===== config.mk =====
export PLATFORM = sky130hd
export DESIGN_NAME = spike_rate_decoder_flat
export DESIGN_NICKNAME = d
export VERILOG_FILES = /design/src/rtl/spike_rate_decoder_if.sv /design/src/rtl/spike_rate_decoder.sv /design/src/flat_wrapper.sv
export SDC_FILE = /design/constraint.sdc
export NUM_CORES = 1
export LEC_CHECK = 0
export CORE_AREA = 2 2 39 41
export DETAILED_ROUTE_END_ITERATION = 7
export DIE_AREA = 0 0 41 43
export DONT_BUFFER_PORTS = 1
export SETUP_SLACK_MARGIN = 0.2
export SYNTH_ARGS = -nofsm -noshare
export SYNTH_HDL_FRONTEND = slang
export SYNTH_SLANG_ARGS = --single-unit

===== constraint.sdc =====
create_clock -name clk -period 1.54 [get_ports clk]
set_input_delay 0.154 -clock clk [delete_from_list [all_inputs] [get_ports clk]]
set_output_delay 0.154 -clock clk [all_outputs]
set_load 0.01 [all_outputs]

===== src/rtl/spike_rate_decoder_if.sv =====
// spike_rate_decoder_if
//   Groups the spike input, window enable and rate result handshake of the
//   spike rate decoder into one bundle.
//   master : drives en, spike_in, rate_ready; observes the result side.
//   slave  : the decoder itself; drives rate, rate_hot, rate_valid,
//            overrun and busy.
//   Handshake: rate_valid/rate_ready form a valid/ready pair. A transfer
//   happens on any rising edge where both are 1. While rate_valid=1 and
//   rate_ready=0, rate is held stable. rate_valid is registered and never
//   depends combinationally on rate_ready.
interface spike_rate_decoder_if;
  logic       en;
  logic       spike_in;
  logic       rate_ready;
  logic [3:0] rate;
  logic       rate_hot;
  logic       rate_valid;
  logic       overrun;
  logic       busy;

  modport master (
    output en, spike_in, rate_ready,
    input  rate, rate_hot, rate_valid, overrun, busy
  );

  modport slave (
    input  en, spike_in, rate_ready,
    output rate, rate_hot, rate_valid, overrun, busy
  );
endinterface


===== src/rtl/spike_rate_decoder.sv =====
// spike_rate_decoder
//   Counts spikes over a fixed window of WIN clock cycles and presents the
//   count as a rate with a valid/ready handshake. Windows run back-to-back
//   while en is held high. A result completed while the previous one is
//   still unconsumed is dropped and flagged in the sticky overrun bit.
// Parameters
//   WIN    : window length in cycles, 1..15
//   THRESH : rate_hot threshold, 0..15
// Ports
//   clk  : clock, rising edge
//   rst  : synchronous active-high reset
//   bus  : spike_rate_decoder_if.slave
//            en, spike_in, rate_ready (in)
//            rate, rate_hot, rate_valid, overrun, busy (out)
module spike_rate_decoder #(
  parameter int WIN    = 15,
  parameter int THRESH = 8
) (
  input logic                 clk,
  input logic                 rst,
  spike_rate_decoder_if.slave bus
);

  typedef enum logic {
    IDLE  = 1'b0,
    COUNT = 1'b1
  } state_t;

  localparam logic [3:0] LAST_CYC = 4'(WIN - 1);
  localparam logic [3:0] THRESH_L = 4'(THRESH);

  state_t     state, state_next;
  logic [3:0] cyc, cyc_next;
  logic [3:0] cnt, cnt_next;
  logic [3:0] rate_q;
  logic       rate_valid_q;
  logic       overrun_q;

  logic       complete;
  logic [3:0] result;

  // A window closes on its last cycle only while en is still high; the
  // spike sampled on that cycle is part of the result.
  assign complete = (state == COUNT) && bus.en && (cyc == LAST_CYC);
  assign result   = cnt + {3'b000, bus.spike_in};

  always_comb begin
    state_next = state;
    cyc_next   = cyc;
    cnt_next   = cnt;
    case (state)
      IDLE: begin
        cyc_next = 4'd0;
        cnt_next = 4'd0;
        if (bus.en) state_next = COUNT;
      end
      COUNT: begin
        if (!bus.en) begin
          // Partial window is abandoned.
          state_next = IDLE;
          cyc_next   = 4'd0;
          cnt_next   = 4'd0;
        end else if (complete) begin
          // Next window starts on the very next cycle.
          cyc_next = 4'd0;
          cnt_next = 4'd0;
        end else begin
          cyc_next = cyc + 4'd1;
          cnt_next = result;
        end
      end
      default: begin
        state_next = IDLE;
        cyc_next   = 4'd0;
        cnt_next   = 4'd0;
      end
    endcase
  end

  always_ff @(posedge clk) begin
    if (rst) begin
      state        <= IDLE;
      cyc          <= 4'd0;
      cnt          <= 4'd0;
      rate_q       <= 4'd0;
      rate_valid_q <= 1'b0;
      overrun_q    <= 1'b0;
    end else begin
      state <= state_next;
      cyc   <= cyc_next;
      cnt   <= cnt_next;
      if (complete) begin
        // Load when the output slot is empty or being emptied this cycle;
        // otherwise the new result is lost.
        if (!rate_valid_q || bus.rate_ready) begin
          rate_q       <= result;
          rate_valid_q <= 1'b1;
        end else begin
          overrun_q <= 1'b1;
        end
      end else if (rate_valid_q && bus.rate_ready) begin
        rate_valid_q <= 1'b0;
      end
    end
  end

  assign bus.rate       = rate_q;
  assign bus.rate_valid = rate_valid_q;
  assign bus.rate_hot   = (rate_q >= THRESH_L);
  assign bus.overrun    = overrun_q;
  assign bus.busy       = (state == COUNT);

endmodule

===== src/flat_wrapper.sv =====
// flat-port wrapper written by rule: the top's interface ports become plain ports
module spike_rate_decoder_flat 
#(
  parameter int WIN    = 15,
  parameter int THRESH = 8
)
  (clk, rst, bus_en, bus_spike_in, bus_rate_ready, bus_rate, bus_rate_hot, bus_rate_valid, bus_overrun, bus_busy);
  spike_rate_decoder_if bus_i ();
  input logic clk;
  input logic rst;
  input wire logic [$bits(bus_i.en)-1:0] bus_en;
  input wire logic [$bits(bus_i.spike_in)-1:0] bus_spike_in;
  input wire logic [$bits(bus_i.rate_ready)-1:0] bus_rate_ready;
  output wire logic [$bits(bus_i.rate)-1:0] bus_rate;
  output wire logic [$bits(bus_i.rate_hot)-1:0] bus_rate_hot;
  output wire logic [$bits(bus_i.rate_valid)-1:0] bus_rate_valid;
  output wire logic [$bits(bus_i.overrun)-1:0] bus_overrun;
  output wire logic [$bits(bus_i.busy)-1:0] bus_busy;
  assign bus_i.en = bus_en;
  assign bus_i.spike_in = bus_spike_in;
  assign bus_i.rate_ready = bus_rate_ready;
  assign bus_rate = bus_i.rate;
  assign bus_rate_hot = bus_i.rate_hot;
  assign bus_rate_valid = bus_i.rate_valid;
  assign bus_overrun = bus_i.overrun;
  assign bus_busy = bus_i.busy;
  spike_rate_decoder #(.WIN(WIN), .THRESH(THRESH)) u_core (.clk(clk), .rst(rst), .bus(bus_i));
endmodule

==> results of run 1 <==
==> synth_stat cells, drive strengths merged <==
master / n
dfxtp: 15
nor2: 9
ha: 4
nand3: 4
a21oi: 3
a31oi: 3
inv: 3
nor2b: 3
xor2: 3
buf: 2
nand4: 2
nor3: 2
o31ai: 2
a211oi: 1
and2: 1
and3: 1
clkbuf: 1
nand2: 1
nor4: 1
or2b: 1
xnor2: 1
==> area by class of cell <==
type                            instances  area [µm²]  share of cell area
Tap cell                               16        20.0              0.0302
Multi-Input combinational cell         42         295               0.445
Inverter                                3        11.3              0.0170
Timing Repair Buffer                    1        10.0              0.0151
Clock buffer                            4        26.3              0.0396
Sequential cell                        15         300               0.453
==> how the worst min path moves through the flow <==
stage | start | end | slack, ns
after floorplan | rst | u_core.bus.rate[0]$_SDFFE_PP0P_ | 0.22
after global placement | rst | u_core.bus.rate[0]$_SDFFE_PP0P_ | 0.23
after detailed placement | rst | u_core.bus.rate[1]$_SDFFE_PP0P_ | 0.23
after CTS | bus_en | u_core.bus.busy$_SDFF_PP0_ | 0.05
after global routing | bus_en | u_core.bus.busy$_SDFF_PP0_ | 0.06
final | bus_en | u_core.bus.busy$_SDFF_PP0_ | 0.07
==> critical path: stages (launching register included) <==
cell	delay (ns)
dfxtp_1	0.38
inv_1	0.06
ha_1	0.21
and3_2	0.26
a31oi_1	0.14
nor3_1	0.07
==> registers in the layout, indices dropped and copies added, names as in the netlist <==
signal and cells:
u_core.bus.overrun 1, u_core.bus.rate_valid 1, u_core.cnt 4, u_core.bus.rate 4, u_core.bus.busy 1, u_core.cyc 4
==> through the flow <==
step / total power, mW / instances / instance area, µm² / utilization / setup WS (ns)
after detailed placement: 0.413 / 76 / 599 / 0.433 / 0.203
after global routing: 0.656 / 81 / 663 / 0.479 / 0.205
after CTS: 0.636 / 81 / 641 / 0.463 / 0.275
after floorplan: 0.411 / 63 / 596 / - / 0.352
after global placement: 0.413 / 76 / 599 / 0.433 / 0.205
final: 0.630 / 81 / 663 / 0.479 / 0.312
==> cells by family (layout without fill, tap and decap cells) <==
group / count (synthesis) / after routing / share of synthesized area
simple gates: 25 / 25 / 0.212
flops: 15 / 15 / 0.504
compound gates: 9 / 9 / 0.0945
buf+inv: 6 / 8 / 0.0462
fa+ha+maj: 4 / 4 / 0.0840
xor+xnor: 4 / 4 / 0.0588
==> what timing repair did <==
item                       in CTS  in global routing
pin swaps                       0                  0
hold buffers                    1                  0
gates resized for setup         1                  5
setup endpoints to repair       6                 12
hold endpoints to repair        7                  0
==> where the power goes <==
group / leakage (nW) / switching (mW) / internal (mW)
registers: 0.121 / 0.00360 / 0.390
clock network: 0.0150 / 0.119 / 0.101
logic: 0.105 / 0.0109 / 0.00597
total: 0.241 / 0.134 / 0.497
==> metal layers <==
layer,up-vias,wire (µm)
li1,217,-
met1,192,468
met2,9,468
met3,5,58
met4,0,29
met5,-,0
==> out/summary.txt, run 1 <==
Status - finished, final reports clean
Die width - 41 µm
Critical Path Source Type - flop
CP arrival - 1.40 ns
Syn_area_per_cell - 9.45 µm²
Critical Path Sink - u_core.bus.rate[2]$_SDFFE_PP0P_
# port buffers - 0
Vias in the first global route - 420
Min-delay worst type - in -> reg
Num rows - 14
Global route overflow - 0
Minimum clock period - 1.23 ns
R2R cell count - 5
Via count - 423
Detail Placement HPWL - 771 µm
CP Data Required Time - 1.71 ns
Post-Syn Nets - 72
PD cells - 951 nW/µm²
Worst-margin pin slew - 0.279 ns
DRC Markers - 0
Synth Register Bits - 15
Final #Nets - 75
Most common cell after layout, fill and taps aside - dfxtp_1
Global-route wire length before repair - 1750 µm
Period utilization - 0.798
Unrepaired setup endpoints after global routing - false
Most frequent cells in the layout - dfxtp_1 (15), nor2_1 (9), ha_1 (4)
Reg clk slew, reported paths - 0.09 ns
Antenna cells - 0
Post-synth top area share - 0.504
Total I/O pin count - 13
Vias per inst - 5.22
Drt pass-1 iters - 4
Critical Path Start - u_core.cyc[0]$_SDFF_PP0_
Grt met3 use - 0.0419
Top Usage Layer GRT - met1
Synth top area cells - dfxtp_1 (50%), ha_1 (8.4%), nor2_1 (5.7%)
Fmax - 0.814 GHz
Clk root buf - clkbuf_4
Slew Viols, Final - 0
CTS max path bufs - 2
Cell taking the most area after synthesis - dfxtp_1
DIE HEIGHT - 43 µm
TritonCTS clock tree - done
Met1 Use GR - 0.208
Routed length per instance - 12.6 µm
Post-CTS Setup Bufs - 0
Fin Hold WS - 0.0651 ns
Worst slew margin - 0.813
Worst-skew pair later-pin latency - 0.28 ns
GP Congestion - 0.731
Pin count of the biggest net entering global routing - 9
Seq/Total Area, Yosys - 0.504
Initial antenna violation count - 0
Final-layout fill cell count - 144
Synth unique cells - 22
Fin. Hold Viols - 0
Starting Density - 0.430
Max Cap Viol - 0
CTS sink cnt - 15
Setup TNS - 0 ns
Setup violators final - 0
Synth Warn # - 0
Leakage - 0.241 nW
Clock buffers created by TritonCTS - 3
Final WL - 1020 µm
Worst reg2reg path startpoint - u_core.cyc[0]$_SDFF_PP0_
Final Skew - 0.00659 ns
Critical path endpoint category - flop
Hold path depth - 1
Tot GR Track Use - 0.149
DR iter-0 viols - 6
CP max FO - 6
Post-Syn Area - 596 µm²
Die area - 1760 µm²
Critical R2R Capture - u_core.bus.rate[2]$_SDFFE_PP0P_
Final antenna-violating net count - 0
Met2 Resource Use GR - 0.191
Core Region - 1380 µm²
Layout cells sized above 1 - 0.138
R2R setup slack - 0.31 ns
VDD IR max - 0.395 mV
WS Path Type - reg -> reg
Area grow syn2layout - 11.3%
H-tree depth - 1
Mapped Cells - 63
Power figures use the tool's default switching activity.
==> run 2, diff against run 1 <==
Clock period 1.54 ns to 1.22 ns, I/O delays scaled along.
==> run 2 against run 1 <==
The run now ends with negative hold slack left. Setup slack got worse by 0.23 ns. Flip-flop and latch count did not move. Register-to-register slack got worse by 0.23 ns. Clock skew rose by 0.0016 ns. Worst hold slack got worse by 0.19 ns. Total power rose by 30%. Combinational power rose by 57%. Largest power group unchanged.
==> out/summary.txt, run 2 (synthesis results as in run 1) <==
Minimum clock period - 1.14 ns (was 1.23 ns)
DRC Markers - 0 (unchanged)
Critical Path Source Type - flop (unchanged)
Most common cell after layout, fill and taps aside - dfxtp_1 (unchanged)
Placed inst area - 637 µm² (was 599 µm²)
CP Data Required Time - 1.40 ns (was 1.71 ns)
Min-delay worst type - in -> reg (unchanged)
VDD IR max - 0.622 mV (was 0.395 mV)
Final Skew - 0.00817 ns (was 0.00659 ns)
Initial antenna violation count - 0 (unchanged)
Fin area - 790 µm² (was 663 µm²)
Slew Viols, Final - 0 (unchanged)
Final WL - 1170 µm (was 1020 µm)
DR iter-0 viols - 6 (unchanged)
Worst reg2reg path startpoint - u_core.cyc[0]$_SDFF_PP0_ (unchanged)
Area grow syn2layout - 32.6% (was 11.3%)
Critical-path top delay cell - dfxtp_2 (was dfxtp_1)
Max Cap Viol - 0 (unchanged)
Hold_sp - rst (was bus_en)
Worst-margin pin slew - 0.292 ns (was 0.279 ns)
Antenna cells - 0 (unchanged)
R2R cell count - 5 (unchanged)
Clk root buf - clkbuf_4 (unchanged)
Via count - 460 (was 423)
Global-route wire length before repair - 1820 µm (was 1750 µm)
Total I/O pin count - 13 (unchanged)
CP max FO - 5 (was 6)
GP Congestion - 0.705 (was 0.731)
Worst slew margin - 0.805 (was 0.813)
CP peak stage delay - 0.33 ns (was 0.38 ns)
Violated checks - negative hold slack
Hold EP - u_core.bus.rate_valid$_SDFFE_PP0P_ (was u_core.bus.busy$_SDFF_PP0_)
Vias in the first global route - 415 (was 420)
Hold-fix buffers, CTS - 1 (unchanged)
Non-Filler Instances - 85 (was 81)
R2R setup slack - 0.08 ns (was 0.31 ns)
CTS sink cnt - 15 (unchanged)
# port buffers - 0 (unchanged)
Clock buffers created by TritonCTS - 3 (unchanged)
Layout cells sized above 1 - 0.449 (was 0.138)
Die area - 1760 µm² (unchanged)
Starting Density - 0.430 (unchanged)
Global route overflow - 0 (unchanged)
Fin. Hold Viols - 6 (was 0)
Critical path endpoint category - flop (unchanged)
TritonCTS clock tree - done (unchanged)
Fin Hold WS - -0.122 ns (was 0.0651 ns)
Most frequent cells in the layout - dfxtp_1 (11), nor2_1 (6) (was dfxtp_1 (15), nor2_1 (9), ha_1 (4))
Status - complete, but fails checks (was finished, final reports clean)
Num rows - 14 (unchanged)
WS Path Type - reg -> reg (unchanged)
Routed length per instance - 13.7 µm (was 12.6 µm)
Setup violators final - 0 (unchanged)
CP arrival - 1.32 ns (was 1.40 ns)
Tot GR Track Use - 0.156 (was 0.149)
Reg clk slew, reported paths - 0.10 ns (was 0.09 ns)
H-tree depth - 1 (unchanged)
CTS max path bufs - 2 (unchanged)
Vias per inst - 5.41 (was 5.22)
Leakage - 0.264 nW (was 0.241 nW)
Pin count of the biggest net entering global routing - 10 (was 9)
Hold path depth - 1 (unchanged)
Final-layout fill cell count - 126 (was 144)
Drt pass-1 iters - 4 (unchanged)
Final #Nets - 79 (was 75)
Placed insts - 77 (was 76)
Setup TNS - 0 ns (unchanged)
PD cells - 1040 nW/µm² (was 951 nW/µm²)
Unrepaired setup endpoints after global routing - true (was false)
Period utilization - 0.932 (was 0.798)
Die width - 41 µm (unchanged)
Final antenna-violating net count - 0 (unchanged)
Critical R2R Capture - u_core.bus.rate[3]$_SDFFE_PP0P_ (was u_core.bus.rate[2]$_SDFFE_PP0P_)
Detail Placement HPWL - 769 µm (was 771 µm)
DIE HEIGHT - 43 µm (unchanged)
Core Region - 1380 µm² (unchanged)
Fmax - 0.879 GHz (was 0.814 GHz)
Worst-skew pair later-pin latency - 0.29 ns (was 0.28 ns)
Worst path cell trace - inv_2 > ha_4 > nand3_4 > nor3_1 > a211oi_2 (was inv_1 > ha_1 > and3_2 > a31oi_1 > nor3_1)
==> run 2: cell count changes in the layout (fill, tap and decap cells not counted), moves of 2 or more <==
cell     delta
dfxtp_1     -4
ha_1        -4
buf_4       +3
dfxtp_2     +3
nor2_1      -3
nor2_2      +3
ha_2        +2
ha_4        +2
==> run 2: per-stage QoR <==
step,hold slack [ns],total power [mW],setup WS (ns),util
final,-0.122,0.817,0.0826,0.571
after global routing,-0.136,0.839,0.000445,0.571
after CTS,-0.118,0.808,0.0718,0.537
after detailed placement,0.196,0.524,0.00135,0.460
after global placement,0.196,0.524,-0.00672,0.460
after floorplan,0.191,0.521,0.126,-
==> run 2: layer usage <==
metal  routed length, µm  GRT usage
met5                   0          0
met4                   0     0.0800
met3                  64     0.0733
met2                 578      0.216
met1                 525      0.196
==> run 2: worst max path at each step <==
stage	slack (ns)	depth (start not counted)	startpoint	to
final	0.08	5	u_core.cyc[0]$_SDFF_PP0_	u_core.bus.rate[3]$_SDFFE_PP0P_
after global routing	0.0004	5	u_core.cyc[0]$_SDFF_PP0_	u_core.bus.rate[3]$_SDFFE_PP0P_
after CTS	0.07	5	u_core.cnt[0]$_SDFF_PP0_	u_core.bus.rate[2]$_SDFFE_PP0P_
after detailed placement	0.001	5	u_core.cnt[0]$_SDFF_PP0_	u_core.bus.rate[2]$_SDFFE_PP0P_
after global placement	-0.007	5	u_core.cnt[0]$_SDFF_PP0_	u_core.bus.rate[2]$_SDFFE_PP0P_
after floorplan	0.13	6	u_core.cyc[0]$_SDFF_PP0_	u_core.bus.rate[2]$_SDFFE_PP0P_
==> run 2: power by group <==
group / internal (mW) / leakage [nW] / switching [mW]
clock: 0.122 / 0.0177 / 0.173
sequential: 0.491 / 0.123 / 0.00471
combinational: 0.0115 / 0.123 / 0.0150
total: 0.624 / 0.264 / 0.193
==> run 2: area by class of cell <==
class | instances | area [µm²] | share of cell area
Clock buffer | 3 | 22.5 | 0.0285
Clock inverter | 1 | 5.00 | 0.00634
Inverter | 3 | 11.3 | 0.0143
Multi-Input combinational cell | 42 | 379 | 0.480
Sequential cell | 15 | 308 | 0.390
Tap cell | 16 | 20.0 | 0.0254
Timing Repair Buffer | 5 | 43.8 | 0.0555
==> run 2: what timing repair did <==
| item | in CTS | in global routing |
|---|---|---|
| buffers inserted | 2 | 1 |
| endpoints found under the hold margin | 7 | 6 |
| pin swaps | 3 | 6 |
| endpoints found under the setup margin | 13 | 14 |
| gates resized for setup | 10 | 9 |
| cloned | 0 | 0 |
==> run 2: worst max-delay path, delay by kind of cell (launching register included) <==
kind                     cells  cell delay, ns
AO/OA/AOI/OAI                1            0.11
adder cells (fa/ha/maj)      1            0.14
buffers and inverters        1            0.06
flip-flops                   1            0.33
AND/OR/NAND/NOR              2            0.39
